--- src/rtl/gs_arb_pkg.sv ---
// ============================================================================
// Module : gs_arb_pkg
// Brief  : Shared FSM encoding, request-kind codes and loader constants for
//          the GS SDRAM arbiter.
// Rev    : 1.0
// ============================================================================
`default_nettype none

package gs_arb_pkg;

  localparam int LOADER_SEL_BIT = 31;
  localparam int LOADER_ADDR_W  = 15;
  localparam int GS_ADDR_W      = 21;

  typedef enum logic [1:0] {
    ST_IDLE  = 2'd0,
    ST_ISSUE = 2'd1,
    ST_BUSY  = 2'd2
  } arb_state_e;

  typedef enum logic [2:0] {
    K_NONE = 3'd0,
    K_LOAD = 3'd1,
    K_RFSH = 3'd2,
    K_WR   = 3'd3,
    K_RD   = 3'd4
  } req_kind_e;

endpackage

`default_nettype wire

--- src/rtl/gs_arb_req.sv ---
// ============================================================================
// Module : gs_arb_req
// Brief  : Falling-edge detector with pending flag and address/data latch.
// Rev    : 1.0
// ============================================================================
`default_nettype none

module gs_arb_req
  import gs_arb_pkg::*;
(
  input  logic                 clk_sys,
  input  logic                 reset_n,
  input  logic                 en_i,
  input  logic                 strobe_n_i,
  input  logic [GS_ADDR_W-1:0] addr_i,
  input  logic [7:0]           data_i,
  input  logic                 clr_i,
  output logic                 req_o,
  output logic                 pend_o,
  output logic [GS_ADDR_W-1:0] addr_o,
  output logic [7:0]           data_o
);

  logic                 prev_q;
  logic                 pend_q;
  logic [GS_ADDR_W-1:0] addr_q;
  logic [7:0]           data_q;
  logic                 w_edge;

  assign w_edge = en_i & prev_q & ~strobe_n_i;

  // A new edge wins over a same-cycle clear so it is never lost.
  always_ff @(posedge clk_sys) begin
    if (!reset_n) begin
      prev_q <= 1'b1;
      pend_q <= 1'b0;
      addr_q <= '0;
      data_q <= '0;
    end else begin
      prev_q <= strobe_n_i;
      if (w_edge) begin
        pend_q <= 1'b1;
        addr_q <= addr_i;
        data_q <= data_i;
      end else if (clr_i) begin
        pend_q <= 1'b0;
      end
    end
  end

  assign req_o  = pend_q | w_edge;
  assign pend_o = pend_q;
  assign addr_o = w_edge ? addr_i : addr_q;
  assign data_o = w_edge ? data_i : data_q;

endmodule

`default_nettype wire

--- src/rtl/gs_sdram_arbiter.sv ---
// ============================================================================
// Module : gs_sdram_arbiter
// Brief  : Sequences loader writes, GS Z80 reads/writes and refresh onto one
//          SDRAM port. Optional macro GS_ARB_AUTORFSH_EN adds forced refresh.
// Rev    : 1.0
// ============================================================================
`default_nettype none

module gs_sdram_arbiter
  import gs_arb_pkg::*;
#(
  parameter int ADDR_W   = 25,
  parameter int RD_LAT   = 4,
  parameter int RFSH_MAX = 780
) (
  input  logic              clk_sys,
  input  logic              reset_n,
  input  logic              loader_act,
  input  logic [31:0]       loader_a,
  input  logic [7:0]        loader_d,
  input  logic              loader_wr,
  input  logic [20:0]       gs_ma,
  input  logic [7:0]        gs_mdo,
  input  logic              gs_mrd_n,
  input  logic              gs_mwe_n,
  input  logic              gs_mrfsh_n,
  output logic [7:0]        gs_mdi,
  output logic              gs_wait_n,
  output logic [ADDR_W-1:0] sdr_a,
  output logic [7:0]        sdr_di,
  output logic              sdr_wr,
  output logic              sdr_rd,
  output logic              sdr_rfsh,
  input  logic [7:0]        sdr_do,
  input  logic              sdr_idle,
  output logic              load_ovf
);

  localparam int LAT_W = (RD_LAT > 1) ? $clog2(RD_LAT) : 1;

  arb_state_e                 state_q, state_d;
  req_kind_e                  kind_q, w_sel;
  logic [ADDR_W-1:0]          sdr_a_q;
  logic [7:0]                 sdr_di_q, gs_mdi_q, lb_d_q;
  logic [LOADER_ADDR_W-1:0]   lb_a_q;
  logic [LAT_W-1:0]           lat_q;
  logic                       rd_fly_q, gap_q, lb_v_q, load_ovf_q;
  logic                       w_start, w_gs_ok, w_fill, w_auto_rfsh, w_cfg_unused;
  logic                       w_rd_req, w_wr_req, w_rf_req, w_rd_pend, w_wr_pend, w_rf_pend;
  logic [GS_ADDR_W-1:0]       w_rd_addr, w_wr_addr, w_rf_addr;
  logic [7:0]                 w_rd_data, w_wr_data, w_rf_data;
  logic                       w_unused_bits;

  assign w_gs_ok = ~loader_act;
  assign w_fill  = loader_act & loader_wr & loader_a[LOADER_SEL_BIT];

  gs_arb_req u_req_rd (
    .clk_sys(clk_sys), .reset_n(reset_n), .en_i(w_gs_ok), .strobe_n_i(gs_mrd_n),
    .addr_i(gs_ma), .data_i(gs_mdo), .clr_i(sdr_rd),
    .req_o(w_rd_req), .pend_o(w_rd_pend), .addr_o(w_rd_addr), .data_o(w_rd_data)
  );

  gs_arb_req u_req_wr (
    .clk_sys(clk_sys), .reset_n(reset_n), .en_i(w_gs_ok), .strobe_n_i(gs_mwe_n),
    .addr_i(gs_ma), .data_i(gs_mdo), .clr_i(sdr_wr && (kind_q == K_WR)),
    .req_o(w_wr_req), .pend_o(w_wr_pend), .addr_o(w_wr_addr), .data_o(w_wr_data)
  );

  gs_arb_req u_req_rf (
    .clk_sys(clk_sys), .reset_n(reset_n), .en_i(w_gs_ok), .strobe_n_i(gs_mrfsh_n),
    .addr_i(gs_ma), .data_i(gs_mdo), .clr_i(sdr_rfsh),
    .req_o(w_rf_req), .pend_o(w_rf_pend), .addr_o(w_rf_addr), .data_o(w_rf_data)
  );

`ifdef GS_ARB_AUTORFSH_EN
  localparam int RC_W = $clog2(RFSH_MAX + 1);
  logic [RC_W-1:0] rfsh_cnt_q;

  always_ff @(posedge clk_sys) begin
    if (!reset_n) begin
      rfsh_cnt_q <= '0;
    end else if (sdr_rfsh) begin
      rfsh_cnt_q <= '0;
    end else if (rfsh_cnt_q != RC_W'(RFSH_MAX)) begin
      rfsh_cnt_q <= rfsh_cnt_q + 1'b1;
    end
  end

  assign w_auto_rfsh  = (rfsh_cnt_q == RC_W'(RFSH_MAX));
  assign w_cfg_unused = 1'b0;
`else
  assign w_auto_rfsh  = 1'b0;
  assign w_cfg_unused = (RFSH_MAX == 0);
`endif

  // Loader buffer first, then refresh, GS write, GS read.
  always_comb begin
    w_sel = K_NONE;
    if (lb_v_q)                              w_sel = K_LOAD;
    else if ((w_rf_req & w_gs_ok) | w_auto_rfsh) w_sel = K_RFSH;
    else if (w_wr_req & w_gs_ok)             w_sel = K_WR;
    else if (w_rd_req & w_gs_ok)             w_sel = K_RD;
  end

  always_ff @(posedge clk_sys) begin
    if (!reset_n) state_q <= ST_IDLE;
    else          state_q <= state_d;
  end

  always_comb begin
    state_d  = state_q;
    w_start  = 1'b0;
    sdr_wr   = 1'b0;
    sdr_rd   = 1'b0;
    sdr_rfsh = 1'b0;
    case (state_q)
      ST_IDLE: begin
        if (sdr_idle && (w_sel != K_NONE)) begin
          state_d = ST_ISSUE;
          w_start = 1'b1;
        end
      end
      ST_ISSUE: begin
        state_d  = ST_BUSY;
        sdr_wr   = (kind_q == K_WR) || (kind_q == K_LOAD);
        sdr_rd   = (kind_q == K_RD);
        sdr_rfsh = (kind_q == K_RFSH);
      end
      ST_BUSY: begin
        if (!gap_q && !rd_fly_q && sdr_idle) state_d = ST_IDLE;
      end
      default: state_d = ST_IDLE;
    endcase
  end

  always_ff @(posedge clk_sys) begin
    if (!reset_n) begin
      kind_q     <= K_NONE;
      sdr_a_q    <= '0;
      sdr_di_q   <= '0;
      gs_mdi_q   <= 8'hFF;
      rd_fly_q   <= 1'b0;
      lat_q      <= '0;
      gap_q      <= 1'b0;
      lb_v_q     <= 1'b0;
      lb_a_q     <= '0;
      lb_d_q     <= '0;
      load_ovf_q <= 1'b0;
    end else begin
      // gap_q holds off the sdr_idle check until two cycles after the strobe.
      gap_q <= (state_q == ST_ISSUE);
      if (w_start) begin
        kind_q <= w_sel;
        case (w_sel)
          K_LOAD: begin
            sdr_a_q  <= ADDR_W'(lb_a_q);
            sdr_di_q <= lb_d_q;
          end
          K_WR: begin
            sdr_a_q  <= ADDR_W'(w_wr_addr);
            sdr_di_q <= w_wr_data;
          end
          K_RD: begin
            sdr_a_q  <= ADDR_W'(w_rd_addr);
            rd_fly_q <= 1'b1;
            lat_q    <= LAT_W'(RD_LAT - 1);
          end
          default: ;
        endcase
      end
      if (rd_fly_q) begin
        if (lat_q == '0) begin
          gs_mdi_q <= sdr_do;
          rd_fly_q <= 1'b0;
        end else begin
          lat_q <= lat_q - 1'b1;
        end
      end
      if (sdr_wr && (kind_q == K_LOAD)) lb_v_q <= 1'b0;
      if (w_fill) begin
        if (lb_v_q) begin
          load_ovf_q <= 1'b1;
        end else begin
          lb_v_q <= 1'b1;
          lb_a_q <= loader_a[LOADER_ADDR_W-1:0];
          lb_d_q <= loader_d;
        end
      end
    end
  end

  assign sdr_a     = sdr_a_q;
  assign sdr_di    = sdr_di_q;
  assign gs_mdi    = gs_mdi_q;
  assign load_ovf  = load_ovf_q;
  assign gs_wait_n = ~(w_rd_pend | w_wr_pend | rd_fly_q);

  assign w_unused_bits = ^{loader_a[LOADER_SEL_BIT-1:LOADER_ADDR_W], w_rd_data,
                           w_rf_addr, w_rf_data, w_rf_pend, w_cfg_unused};

endmodule

`default_nettype wire
--- config.mk ---
export PLATFORM = sky130hd
export DESIGN_NAME = gs_sdram_arbiter
export DESIGN_NICKNAME = d
export VERILOG_FILES = /design/src/rtl/gs_arb_pkg.sv /design/src/rtl/gs_arb_req.sv /design/src/rtl/gs_sdram_arbiter.sv
export SDC_FILE = /design/constraint.sdc
export NUM_CORES = 1
export LEC_CHECK = 0
export ABC_AREA = 1
export CAP_MARGIN = 15
export CORE_UTILIZATION = 53
export CTS_CLUSTER_SIZE = 16
export DETAILED_ROUTE_END_ITERATION = 12
export PLACE_DENSITY = 0.93
export SKIP_LAST_GASP = 1
export SLEW_MARGIN = 20
export SYNTH_ARGS = -nofsm -noshare
export SYNTH_HDL_FRONTEND = slang
export SYNTH_SLANG_ARGS = --single-unit
--- constraint.sdc ---
create_clock -name clk_sys -period 4.75 [get_ports clk_sys]
set_clock_uncertainty 0.2 [all_clocks]
set_input_delay 0.95 -clock clk_sys [delete_from_list [all_inputs] [get_ports clk_sys]]
set_output_delay 0.95 -clock clk_sys [all_outputs]
set_load 0.05 [all_outputs]
## After elaboration in Yosys (flattened, before gate mapping)

Cells that the tools add are included.

- Bits in registers: 131
- Bits in latches: 0
- Bits in writable memories: 0
- Memory bits (read-only): 0
- Input port bits: 85
- Word-level logic and storage cells: 111
- Memories: 0

- Add/subtract/negate cells: 1
- Multiply operators: 0
- Div/mod/pow operators: 0
- $lt $le $gt $ge: 0
- Equality and inequality tests: 11
- Shift operators: 0
- Multiplexer cells: 34
- Bitwise logic cells: 22
- Reduce and logical (&&, ||, !) cells: 22

Operator list:

| cell | number |
|---|---|
| $pmux 25 s3 | 1 |
| $mux 21 | 2 |
| $mux 1 | 18 |
| $pmux 8 s2 | 1 |
| $mux 2 | 6 |
| $mux 3 | 4 |
| $reduce_and 2->1 | 6 |
| $and 1x1->1 | 11 |
| $eq 3x2->1 const B | 3 |
| $mux 8 | 1 |
| $reduce_bool 2->1 | 4 |
| $eq 3x1->1 const B | 2 |
| $eq 3x3->1 const B | 2 |
| $not 1->1 | 6 |
| $pmux 2 s3 | 1 |
| $reduce_bool 3->1 | 2 |
| $logic_and 1x1->1 | 5 |
| $or 1x1->1 | 5 |
| $logic_not 2->1 | 2 |
| $ne 2x2->1 const B | 2 |
| $eq 2x1->1 const B | 1 |
| $eq 2x2->1 const B | 1 |
| $logic_not 1->1 | 2 |
| $sub 2x1->2 const B | 1 |
| $logic_or 1x1->1 | 1 |

## Depth between registers and ports, before layout

- Depth in word-level cells: 16
- Depth in mapped cells: 12
- Mapped depth without buffers: 11

## Hierarchy

Synthesis repeated with hierarchy kept, for this count alone.

- Cells, all modules: 1,292
- Area, all modules: 8,013.9 um^2

By module, submodules not included:

| module | instances | cells each | area an instance (um^2) |
|---|---|---|---|
| gs_arb_req | 3 | 253 | 1,536.5 |
| gs_sdram_arbiter | 1 | 533 | 3,404.5 |

## Worst setup path after synthesis

Ideal clock, no wire load.

- Kind: register to output
- Start point: register u_req_rd.pend_q (netlist: u_req_rd.pend_o)
- End point: output gs_wait_n
- Data arrival time: 1.397 ns
- Path slack: 2.203 ns
- Stages on the path, launching flop included: 2
- Path buffers: 0
- Path through: dfxtp_1 > nor3_1

- Longest elaborated chain between the ends: 3

Ends and longest elaborated chain:

| element | line | source |
|---|---|---|
| start: declaration | gs_arb_req.sv:25 | `logic pend_q;` |
| start signal: assignment | gs_arb_req.sv:36 | `pend_q <= 1'b0;` |
| start signal: assignment | gs_arb_req.sv:42 | `pend_q <= 1'b1;` |
| start signal: assignment | gs_arb_req.sv:46 | `pend_q <= 1'b0;` |
| $or 1x1->1 (2 in a row) | gs_sdram_arbiter.sv:196 | `assign gs_wait_n = ~(w_rd_pend \| w_wr_pend \| rd_fly_q);` |
| $not 1->1 | gs_sdram_arbiter.sv:196 |  |
| end: declaration | gs_sdram_arbiter.sv:28 | `output logic gs_wait_n,` |

Every way passes these cells.

## Worst setup path after layout

- Start point: register state_q[0]
- End point: output sdr_rd

- Longest elaborated chain between the ends: 2

Ends and longest elaborated chain:

| element | line | source |
|---|---|---|
| start: declaration | gs_sdram_arbiter.sv:41 | `arb_state_e state_q, state_d;` |
| start signal: assignment | gs_sdram_arbiter.sv:107 | `else state_q <= state_d;` |
| $eq 2x1->1 | gs_sdram_arbiter.sv:116 | `case (state_q)` |
| $mux 1 | gs_sdram_arbiter.sv:116 |  |
| end: declaration | gs_sdram_arbiter.sv:32 | `output logic sdr_rd,` |

Every way passes these cells.

==> impl_metrics.tcl <==
set metrics [dict create \
    via_per_inst 5.218 \
    htreeDepth 4 \
    crit_path_end_kind "output pin" \
    clkSinkCount 127 \
    cpPeakStageDelay_ps 820 \
    core_um2 9864 \
    cts_root_buffer "clkbuf_8" \
    layout-drive-gt1-share_pct 6.630 \
    hp-class "reg -> reg" \
    wl_per_cell_um 13.81 \
    critPathRequiredTime_ps 3600 \
    crit_start "state_q[0]" \
    crit_fanout 4 \
    cts_made_buffers 17 \
    die_h_um 103.3 \
    cts_setup_buffers 0 \
    num_rows 36 \
    crit_top_cell "inv_1" \
    rsz0062_at_grt "no" \
    clk_latency_ps 540 \
    synth_top_area_share_pct 46.74 \
    yosys_most_used_dff "dfxtp_1" \
    relSlewSlack_pct 29.08 \
    layoutNonFillerInstCount 1038 \
    power.switching_w 0.0008117 \
    yosysMostFrequentCell "nand2_1" \
    timing.fmax_mhz 299.0 \
    die_x_um 103.3 \
    cp_slowest_cell "clkdlybuf4s50_1" \
    io_pins 131 \
    r2r_start "lb_v_q" \
    crit_chain "inv_1, nor2_1, nand4_1, inv_1, clkdlybuf4s50_1" \
    gp_congestion 0.8434 \
    dp.final_hpwl_um 8542 \
    worstMarginPinSlew_ps 1062 \
    endpoint "sdr_rd" \
    yosysWarnings 0 \
    postSynthAreaPerCell_um2 6.833 \
    antenna_cells 0 \
    finalSetupViolations 0 \
    cap_violations 0 \
    p_comb_share_pct 14.1 \
    seq_area_frac_synth_pct 46.74 \
    p_leak_nw 3.335 \
    hold_viol_final 0 \
    drt_wl_total_um 14330 \
    post-route-period-util_pct 70.40 \
    grt_pass1_vias 5173 \
    finalSetupTns_ps 0 \
    cts_buffer_depth 2 \
    cts_resized 0 \
    grt_usage_pct 28.56 \
    start_util_pct 55.14 \
    antenna_found_initial 0 \
    powerDensity_nw_per_um2 400.7 \
    p_int_w 0.002033 \
    period_minus_slack_ps 3344 \
    first_pass_iters 5 \
    cts_tree "done" \
    fin_area_um2 7098 \
    grt_first_pass_wirelength_um 23180 \
    clk_pin_slew_ps 60 \
    drv_slew 0 \
    syn2layout_area_growth_pct 30.50 \
    syn_inst 796 \
    placed_cell_area_um2 6509 \
    peakVddDrop_v 0.0002560 \
    die_area_um2 10670 \
    pwr-share-clk_pct 45.5 \
    yosys-top-cells-count "242 x nand2_1, 133 x nor2_1, 127 x dfxtp_1" \
    synthTopCellsByArea "dfxtp_1 47%, nand2_1 17%, nor2_1 9.2%, nand3_1 5.5%, o21ai_0 5.2%" \
    synth_edf_count 0 \
    first_iter_violations 296 \
    ff2ff_path_depth 6 \
    ant_nets 0 \
    dp.cells 1006 \
    num_vias 5416 \
    seqPwrFrac_pct 40.4 \
    netSwitchingFraction_pct 28.54 \
    synth_top_area_cell "dfxtp_1" \
    rr_endpoint "sdr_a[10]" \
    run_status "finished, final reports clean" \
    final_nets 977 \
    r2r_slack_ps 2340 \
    hold_buffers 0 \
    crit_type "reg -> out" \
    worstSetupStartpointType "flop" \
    io_buffers 110 \
    overflow 0 \
    ys_types 25 \
    ys_ff_latch 127 \
    async_flop_share_pct 0 \
    drc_errors 0 \
    grt_max_degree 67 \
    arrival_ps 2190 \
    synth_area_um2 5439 \
]
how the worst min path moves through the flow:
stage,start,to,slack [ps],depth (start not counted)
floorplan,u_req_rf.pend_o,u_req_rf.pend_o,240,2
global placement,u_req_rf.pend_o,u_req_rf.pend_o,250,2
detailed placement,gs_mdi[6],gs_mdi[6],260,2
CTS,u_req_rd.addr_q[14],u_req_rd.addr_q[14],270,2
global route,u_req_rd.addr_q[4],u_req_rd.addr_q[4],290,2
finish,u_req_wr.addr_q[13],u_req_wr.addr_q[13],270,2
worst max-delay path, delay by kind of cell, from the launching register on:
kind,cells,cell delay (ps)
buffers and inverters,3,970
flip-flops,1,330
AND/OR/NAND/NOR,2,370
placed cells by master (no fill, tap or decap), types with 3 or more instances in the layout:
master	instances
clkbuf_16	16
or2_2	5
buf_4	7
nand2_1	242
nand3_2	3
clkinv_4	3
o21ai_0	56
inv_1	62
nor2_1	133
nand3_1	60
clkinvlp_4	3
dfxtp_1	127
nand2_2	3
clkdlybuf4s50_1	109
inv_6	5
inv_2	3
a21oi_1	46
conb_1	4
area by class of cell:
cell class,instances,area [um2]
Sequential cell,127,2542
Tap cell,133,166.4
Fill cell,729,2766
Inverter,66,247.7
Multi-Input combinational cell,563,2404
Clock inverter,15,175.2
Clock buffer,17,414.1
Timing Repair Buffer,117,1149
kinds of logic (layout without fill, tap and decap cells):
kind of cell	Yosys count	in the layout	share of synthesized area (%)
AND/OR/NAND/NOR	456	456	34.37
flip-flops	127	127	46.74
buffers and inverters	109	215	9.271
AO/OA/AOI/OAI	103	103	9.547
other	1	4	0.06895
sequential cells by signal, indices dropped and copies added, names as in the netlist, 3 cells and up:
signal and flops:
kind_q 3, sdr_a 21, sdr_di 8, u_req_wr.data_q 8, lb_d_q 8, u_req_wr.addr_q 21, u_req_rd.addr_q 21, lb_a_q 15
gs_mdi 8
power groups by stage:
stage	Sequential [W]	Combinational, W	Clock (W)
2_1_floorplan	0.00123	0.000200	0
3_3_place_gp	0.00117	0.000388	0
3_5_place_dp	0.00117	0.000395	0
4_1_cts	0.00115	0.000402	0.00130
5_1_grt	0.00115	0.000441	0.00135
6_report	0.00115	0.000402	0.00129
stage by stage:
step / power (W) / worst slack [ps] / hold slack, ps / util [%]
floorplan: 0.001429 / 2203 / 241.0 / -
global placement: 0.001555 / 1226 / 249.8 / 65.98
detailed placement: 0.001566 / 1222 / 261.6 / 65.98
CTS: 0.002845 / 1407 / 272.9 / 71.96
global route: 0.002943 / 1274 / 289.2 / 71.96
finish: 0.002844 / 1406 / 272.5 / 71.96
per-layer routing:
| layer | GRT usage [%] | wire length (um) | vias up |
|---|---|---|---|
| met5 | 0 | 0 | - |
| met4 | 13.00 | 341 | 0 |
| met3 | 8.199 | 1195 | 40 |
| met2 | 50.77 | 7077 | 228 |
| met1 | 31.63 | 5715 | 2469 |
| li1 | - | - | 2679 |
Note: power is estimated with default switching activity, not from simulation.
